File: src/rtl/key_debounce.sv
// Debouncer for an active-low mechanical key: two-flop synchroniser, stable-time
// filter FSM, registered level and press/release strobes. Optional long-press
// strobe is built when KEY_DEBOUNCE_LONG_PRESS_EN is defined.
module key_debounce #(
  parameter int unsigned CNT_MAX  = 1_000_000,
  parameter int unsigned LONG_MAX = 50_000_000
) (
  input  logic clk,
  input  logic rst_n,
  input  logic key_in,
  output logic key_out,
  output logic press_pulse,
  output logic release_pulse,
  output logic long_press
);

  localparam int unsigned CW = (CNT_MAX > 1) ? $clog2(CNT_MAX) : 1;

  if (CNT_MAX < 2 || LONG_MAX < 2) begin : g_param_check
    $error("key_debounce: CNT_MAX and LONG_MAX must be >= 2");
  end

  typedef enum logic [1:0] {
    IDLE      = 2'd0,
    PRESS_FLT = 2'd1,
    PRESSED   = 2'd2,
    REL_FLT   = 2'd3
  } state_t;

  state_t        state;
  logic [CW-1:0] cnt;
  logic [1:0]    sync;
  logic          key_s;
  logic          cnt_done_c;
  logic          press_accept_c;
  logic          rel_accept_c;

  // Two-flop synchroniser, idles released (high)
  always_ff @(posedge clk or negedge rst_n) begin
    if (!rst_n) begin
      sync <= 2'b11;
    end else begin
      sync <= {sync[0], key_in};
    end
  end

  assign key_s          = sync[1];
  assign cnt_done_c     = (cnt == CW'(CNT_MAX - 1));
  assign press_accept_c = (state == PRESS_FLT) && !key_s && cnt_done_c;
  assign rel_accept_c   = (state == REL_FLT) && key_s && cnt_done_c;

  // Filter FSM; any opposite-level sample during filtering drops back to the stable state
  always_ff @(posedge clk or negedge rst_n) begin
    if (!rst_n) begin
      state         <= IDLE;
      cnt           <= '0;
      key_out       <= 1'b1;
      press_pulse   <= 1'b0;
      release_pulse <= 1'b0;
    end else begin
      press_pulse   <= 1'b0;
      release_pulse <= 1'b0;
      case (state)
        IDLE: begin
          if (!key_s) begin
            state <= PRESS_FLT;
            cnt   <= '0;
          end
        end
        PRESS_FLT: begin
          if (key_s) begin
            state <= IDLE;
            cnt   <= '0;
          end else if (cnt_done_c) begin
            state       <= PRESSED;
            cnt         <= '0;
            key_out     <= 1'b0;
            press_pulse <= 1'b1;
          end else begin
            cnt <= cnt + CW'(1);
          end
        end
        PRESSED: begin
          if (key_s) begin
            state <= REL_FLT;
            cnt   <= '0;
          end
        end
        REL_FLT: begin
          if (!key_s) begin
            state <= PRESSED;
            cnt   <= '0;
          end else if (cnt_done_c) begin
            state         <= IDLE;
            cnt           <= '0;
            key_out       <= 1'b1;
            release_pulse <= 1'b1;
          end else begin
            cnt <= cnt + CW'(1);
          end
        end
        default: begin
          state <= IDLE;
          cnt   <= '0;
        end
      endcase
    end
  end

`ifdef KEY_DEBOUNCE_LONG_PRESS_EN
  localparam int unsigned HW = (LONG_MAX > 1) ? $clog2(LONG_MAX) : 1;

  logic [HW-1:0] hold_cnt;
  logic          armed;
  logic          held_c;
  logic          hold_max_c;

  assign held_c     = (state == PRESSED) || (state == REL_FLT);
  assign hold_max_c = (hold_cnt == HW'(LONG_MAX - 1));

  // Hold timer: cleared only on a fresh accepted press, so release bounces keep it running
  always_ff @(posedge clk or negedge rst_n) begin
    if (!rst_n) begin
      hold_cnt   <= '0;
      armed      <= 1'b1;
      long_press <= 1'b0;
    end else begin
      long_press <= 1'b0;
      if (press_accept_c) begin
        hold_cnt <= '0;
      end else if (held_c && !hold_max_c) begin
        hold_cnt <= hold_cnt + HW'(1);
      end
      if (rel_accept_c) begin
        armed <= 1'b1;
      end else if (armed && held_c && hold_max_c) begin
        long_press <= 1'b1;
        armed      <= 1'b0;
      end
    end
  end
`else
  assign long_press = 1'b0;
`endif

endmodule

File: config.mk
export PLATFORM = sky130hd
export DESIGN_NAME = key_debounce
export DESIGN_NICKNAME = d
export VERILOG_FILES = /design/src/rtl/key_debounce.sv
export SDC_FILE = /design/constraint.sdc
export NUM_CORES = 1
export LEC_CHECK = 0
export ABC_AREA = 1
export CAP_MARGIN = 20
export CELL_PAD_IN_SITES_DETAIL_PLACEMENT = 1
export CELL_PAD_IN_SITES_GLOBAL_PLACEMENT = 2
export CORE_ASPECT_RATIO = 1.1
export CORE_MARGIN = 2
export CORE_UTILIZATION = 35
export DETAILED_ROUTE_END_ITERATION = 8
export GPL_TIMING_DRIVEN = 0
export PLACE_DENSITY = 0.75
export RECOVER_POWER = 100
export SKIP_CTS_REPAIR_TIMING = 1
export SLEW_MARGIN = 30
export SYNTH_ARGS = -nofsm -noshare
export SYNTH_HDL_FRONTEND = slang
export SYNTH_SLANG_ARGS = --single-unit
File: constraint.sdc
create_clock -name clk -period 1.9 [get_ports clk]
set_input_delay 0.38 -clock clk [delete_from_list [all_inputs] [get_ports clk]]
set_output_delay 0.38 -clock clk [all_outputs]
set_load 0.01 [all_outputs]
---- Word-level counts from Yosys, hierarchy flattened ----
Index checks and enable logic that the tools add are counted.
operators by class
  add/sub/neg operators ................... 1
  eq/ne operators ......................... 12
  mux-type cells .......................... 23
  reductions and logical operators ........ 5
operator list
  kind                                                 number
  2-to-1 mux 20 bit                                    5
  one-hot mux 20 bit (4 select lines)                  1
  adder 20 x 1 -> 20 bit, second input constant        1
  equality test 20 bit, second input constant          1
  2-to-1 mux 2 bit                                     6
  inequality test 2 bit, second input constant         6
  2-to-1 mux 1 bit                                     9
  one-hot mux 2 bit (4 select lines)                   1
  inequality test 3 bit, second input constant         2
  AND reduction 5 bit                                  1
  equality test 2 bit, second input constant           2
  AND reduction 4 bit                                  1
  equality test 2 x 1 -> 1 bit, second input constant  1
  logical NOT 2 bit                                    1
  one-hot mux 1 bit (2 select lines)                   1
  AND reduction 2 bit                                  1
  nonzero test 2 bit                                   1
word-level totals
  register bits after elaboration ......... 27
  input port bits ......................... 3

---- Longest topological paths before layout ----
  depth after elaboration ................. 4
  depth in mapped cells ................... 9
  depth with buffers taken out ............ 9

---- Worst setup path after synthesis ----
Ideal clock, no wire load.
  kind .................................... register -> register
  from .................................... register cnt[0]
  to ...................................... register (tool-made name)
  setup time .............................. 0.119 ns
  data arrival time ....................... 1.300 ns
  data required time ...................... 1.781 ns
  setup slack ............................. 0.481 ns
  stages on the path, launching flop included .. 10
  clock period less this slack ............ 1.419 ns
  cell sequence ........................... dfrtp_1 ha_1 nand3_2 nor2_4 nand3_2 nor2_1 nor2_1 buf_6 o21ai_2 nand2_1
RTL lines
  what                    line  source
  start, declared         31    logic [CW-1:0] cnt;
  start signal, assigned  80    cnt <= cnt + CW'(1);
  start signal, assigned  99    cnt <= cnt + CW'(1);

---- Worst setup path in the final report ----
  from .................................... register key_out
  to ...................................... output port key_out
RTL lines
  what                    line  source
  start, declared         11    output logic key_out,
  start signal, assigned  57    key_out <= 1'b1;
  start signal, assigned  77    key_out <= 1'b0;
  start signal, assigned  96    key_out <= 1'b1;
No word-level cell between the ends.

==> impl_metrics.toml <==
[detailed_routing]
route.detailed.wl_per_inst_um = 14.9
drt_first_pass_iters = 4
drtAntennaViolNets = 0
first_iter_violations = 23
drc = 0
num_vias = 1366
routed_wl_um = 4040
routed_via_density = 5.04

[sta]
hold_viol = 0
rsz0062_at_grt = "no"
setup_viol = 0
skew_ns = 0.00578
slew_viol_final = 0
max_slew_margin = 0.00541
min_period_over_period = 0.937
period_minus_slack_ns = 1.78
worstMarginPinSlew_ns = 1.49
fmax_mhz = 562

[grt]
overflow = 0
grt_pass1_vias = 1462
track_usage = 0.185
grt_max_degree = 28
grt_pass1_wl_um = 6910
antenna_found_initial = 0

[critical_path]
path_cells = "dlygate4sd3_1"
path_max_fanout = 2
r2r-start = "cnt[0]$_DFFE_PN0P_"
arrival_ns = 1.40
cp-startpoint = "key_out$_DFFE_PN1P_"
cpLargestDelayFamily = "buffers and inverters"
path_buf_inv = 1
cpPeakStageDelay_ns = 0.60
critPathSlowestCell = "dlygate4sd3_1"
cp.required_ns = 1.52
cp-start-kind = "register"
worstSetupEndpointType = "output pin"
crit_type = "register to output pin"

[clocking]
cts_buffer_depth = 2
root_buffer = "clkbuf_8"
clkTransAtPathRegs_ns = 0.09
htreeDepth = 1
cts_tree = "done"
clock_latency_ns = 0.28
clkSinkCount = 27
cts_made_buffers = 3

[die]
num_io_pins = 7
std_cell_rows = 25
die_area_mm2 = 0.00507
die_h_um = 74.4
start_util = 0.366
core_area_mm2 = 0.00432
die_w_um = 68.0

[flow_run]
maxCapViolCount = 1

[run_status]
status = "finished, violations left"
violations = "capacitance limit"

[synthesis]
netlist_instances = 208
yosys_register_bits = 27
synth_warnings = 0
async_flop_share = 1.00
synth_area_mm2 = 0.00158
syn_nets = 212
synth-main-ff-cell = "dfrtp_1"
yosysUniqueCellTypes = 30
syn_avg_cell_area_um2 = 7.59
synth_edf_count = 0
ys_seq_area_frac = 0.430

[finish]
nets = 222
final_cell_area_mm2 = 0.00173
drive_gt1_frac = 0.115
area_delta_synth_final_pct = 9.59
antennaDiodeCount = 0

[placement]
dp_hpwl_um = 3110
place_area_mm2 = 0.00169
numPortBuffers = 5
gp_congestion = 0.790

[power]
peakVddDrop_v = 0.000550
power_density_mw_per_mm2 = 838
p_leak_nw = 0.766
p_total_mw = 1.45

[worst_hold_path]
worstHoldStart = "sync[0]$_DFF_PN1_"
worstHoldPathType = "register to register"
-- final timing paths --
| check | end | slack [ns] | cells past startpoint |
|---|---|---|---|
| worst max-delay path | key_out | 0.12 | 1 |
| worst min register to register | sync[1]$_DFF_PN1_ | 0.36 | 0 |
| max in group asynchronous | release_pulse$_DFF_PN0_ | 0.58 | 1 |
| worst max register to register | register | 0.22 | 8 |
| worst min-delay path | sync[1]$_DFF_PN1_ | 0.36 | 0 |
| min in group asynchronous | cnt[14]$_DFFE_PN0P_ | 0.44 | 1 |
-- area by class of cell --
cell class	count	area, µm²
inverters	25	93.8
clock inverters	1	5.00
multi-input cells	151	766
well taps	54	67.6
repair buffers	5	43.8
fillers	550	2590
flip-flops and latches	27	679
plain buffers	5	33.8
clock buffers	3	41.3
-- layer usage --
layer	up-vias	track usage	wire, µm
li1	684	-	-
met1	668	0.222	1870
met2	8	0.340	2060
met3	6	0.0272	48
met4	0	0.0511	68
met5	-	0	0
-- kinds of logic after synthesis --
| group | count (synthesis) | share of synthesized area |
|---|---|---|
| AND/OR/NAND/NOR | 121 | 0.355 |
| buffers and inverters | 30 | 0.0848 |
| flip-flops | 27 | 0.430 |
| AO/OA/AOI/OAI | 20 | 0.0753 |
| XOR/XNOR | 8 | 0.0444 |
| adder cells (fa/ha/maj) | 1 | 0.00792 |
| other | 1 | 0.00237 |
-- cells in the final DEF, fill, tap and decap left out --
cell type       n
nand2_1        59
inv_1          25
dfrtp_1        24
nor2_1         21
nand3_1        15
nor3_1          7
xor2_1          6
o21ai_0         6
nand4_1         5
o22ai_1         5
nand3_2         4
o21ai_1         4
dlygate4sd3_1   4
nor2_2          3
clkbuf_8        3
dfstp_2         3
nor2_4          2
xnor2_1         2
clkbuf_2        2
a21oi_1         2
buf_2           1
nand2_2         1
nor4_1          1
o21bai_2        1
buf_6           1
o21ai_2         1
and3_4          1
nor3b_1         1
and2_1          1
o31ai_1         1
ha_1            1
buf_4           1
conb_1          1
clkinv_2        1
clkbuf_1        1
-- synth_stat cells (3+ instances only) --
library cell,count,area [µm²]
dfrtp_1,24,601
o21ai_1,8,40.0
nor2_2,3,18.8
nor3_1,7,35.0
dfstp_2,3,78.8
inv_1,25,93.8
nand4_1,5,31.3
xor2_1,6,52.6
nand2_1,59,221
o22ai_1,5,31.3
nand3_1,15,75.1
nand3_2,4,40.0
nor2_1,21,78.8
-- flip-flops by register name (all words and copies together), names as in the netlist, named ones only --
| name | cells |
|---|---|
| sync | 2 |
| cnt | 20 |
| state | 1 |
| press_pulse | 1 |
| release_pulse | 1 |
| key_out | 1 |
-- power breakdown --
part / internal (mW) / switching (mW) / total, mW / leakage, nW
clock: 0.147 / 0.187 / 0.334 / 0.0255
combinational: 0.127 / 0.300 / 0.427 / 0.379
sequential: 0.622 / 0.0667 / 0.688 / 0.362
-- worst register-to-register path: stages, from the launching register on --
cell	delay [ns]
dfrtp_1	0.41
ha_1	0.25
nand3_2	0.12
nor2_4	0.14
nand3_2	0.10
o21bai_2	0.14
clkbuf_2	0.28
nand3_1	0.10
nand2_1	0.08
-- per-stage QoR --
| step | cells | TNS (ns) | util | hold slack (ns) | worst slack, ns |
|---|---|---|---|---|---|
| after floorplan | 208 | 0 | - | 0.0844 | 0.481 |
| after global placement | 267 | -0.287 | 0.393 | 0.348 | -0.0138 |
| after detailed placement | 267 | 0 | 0.392 | 0.350 | 0.284 |
| after CTS | 271 | 0 | 0.403 | 0.138 | 0.168 |
| after global routing | 271 | 0 | 0.401 | 0.367 | 0.0629 |
| final | 271 | 0 | 0.401 | 0.362 | 0.119 |
(Power assumes the default switching activity.)
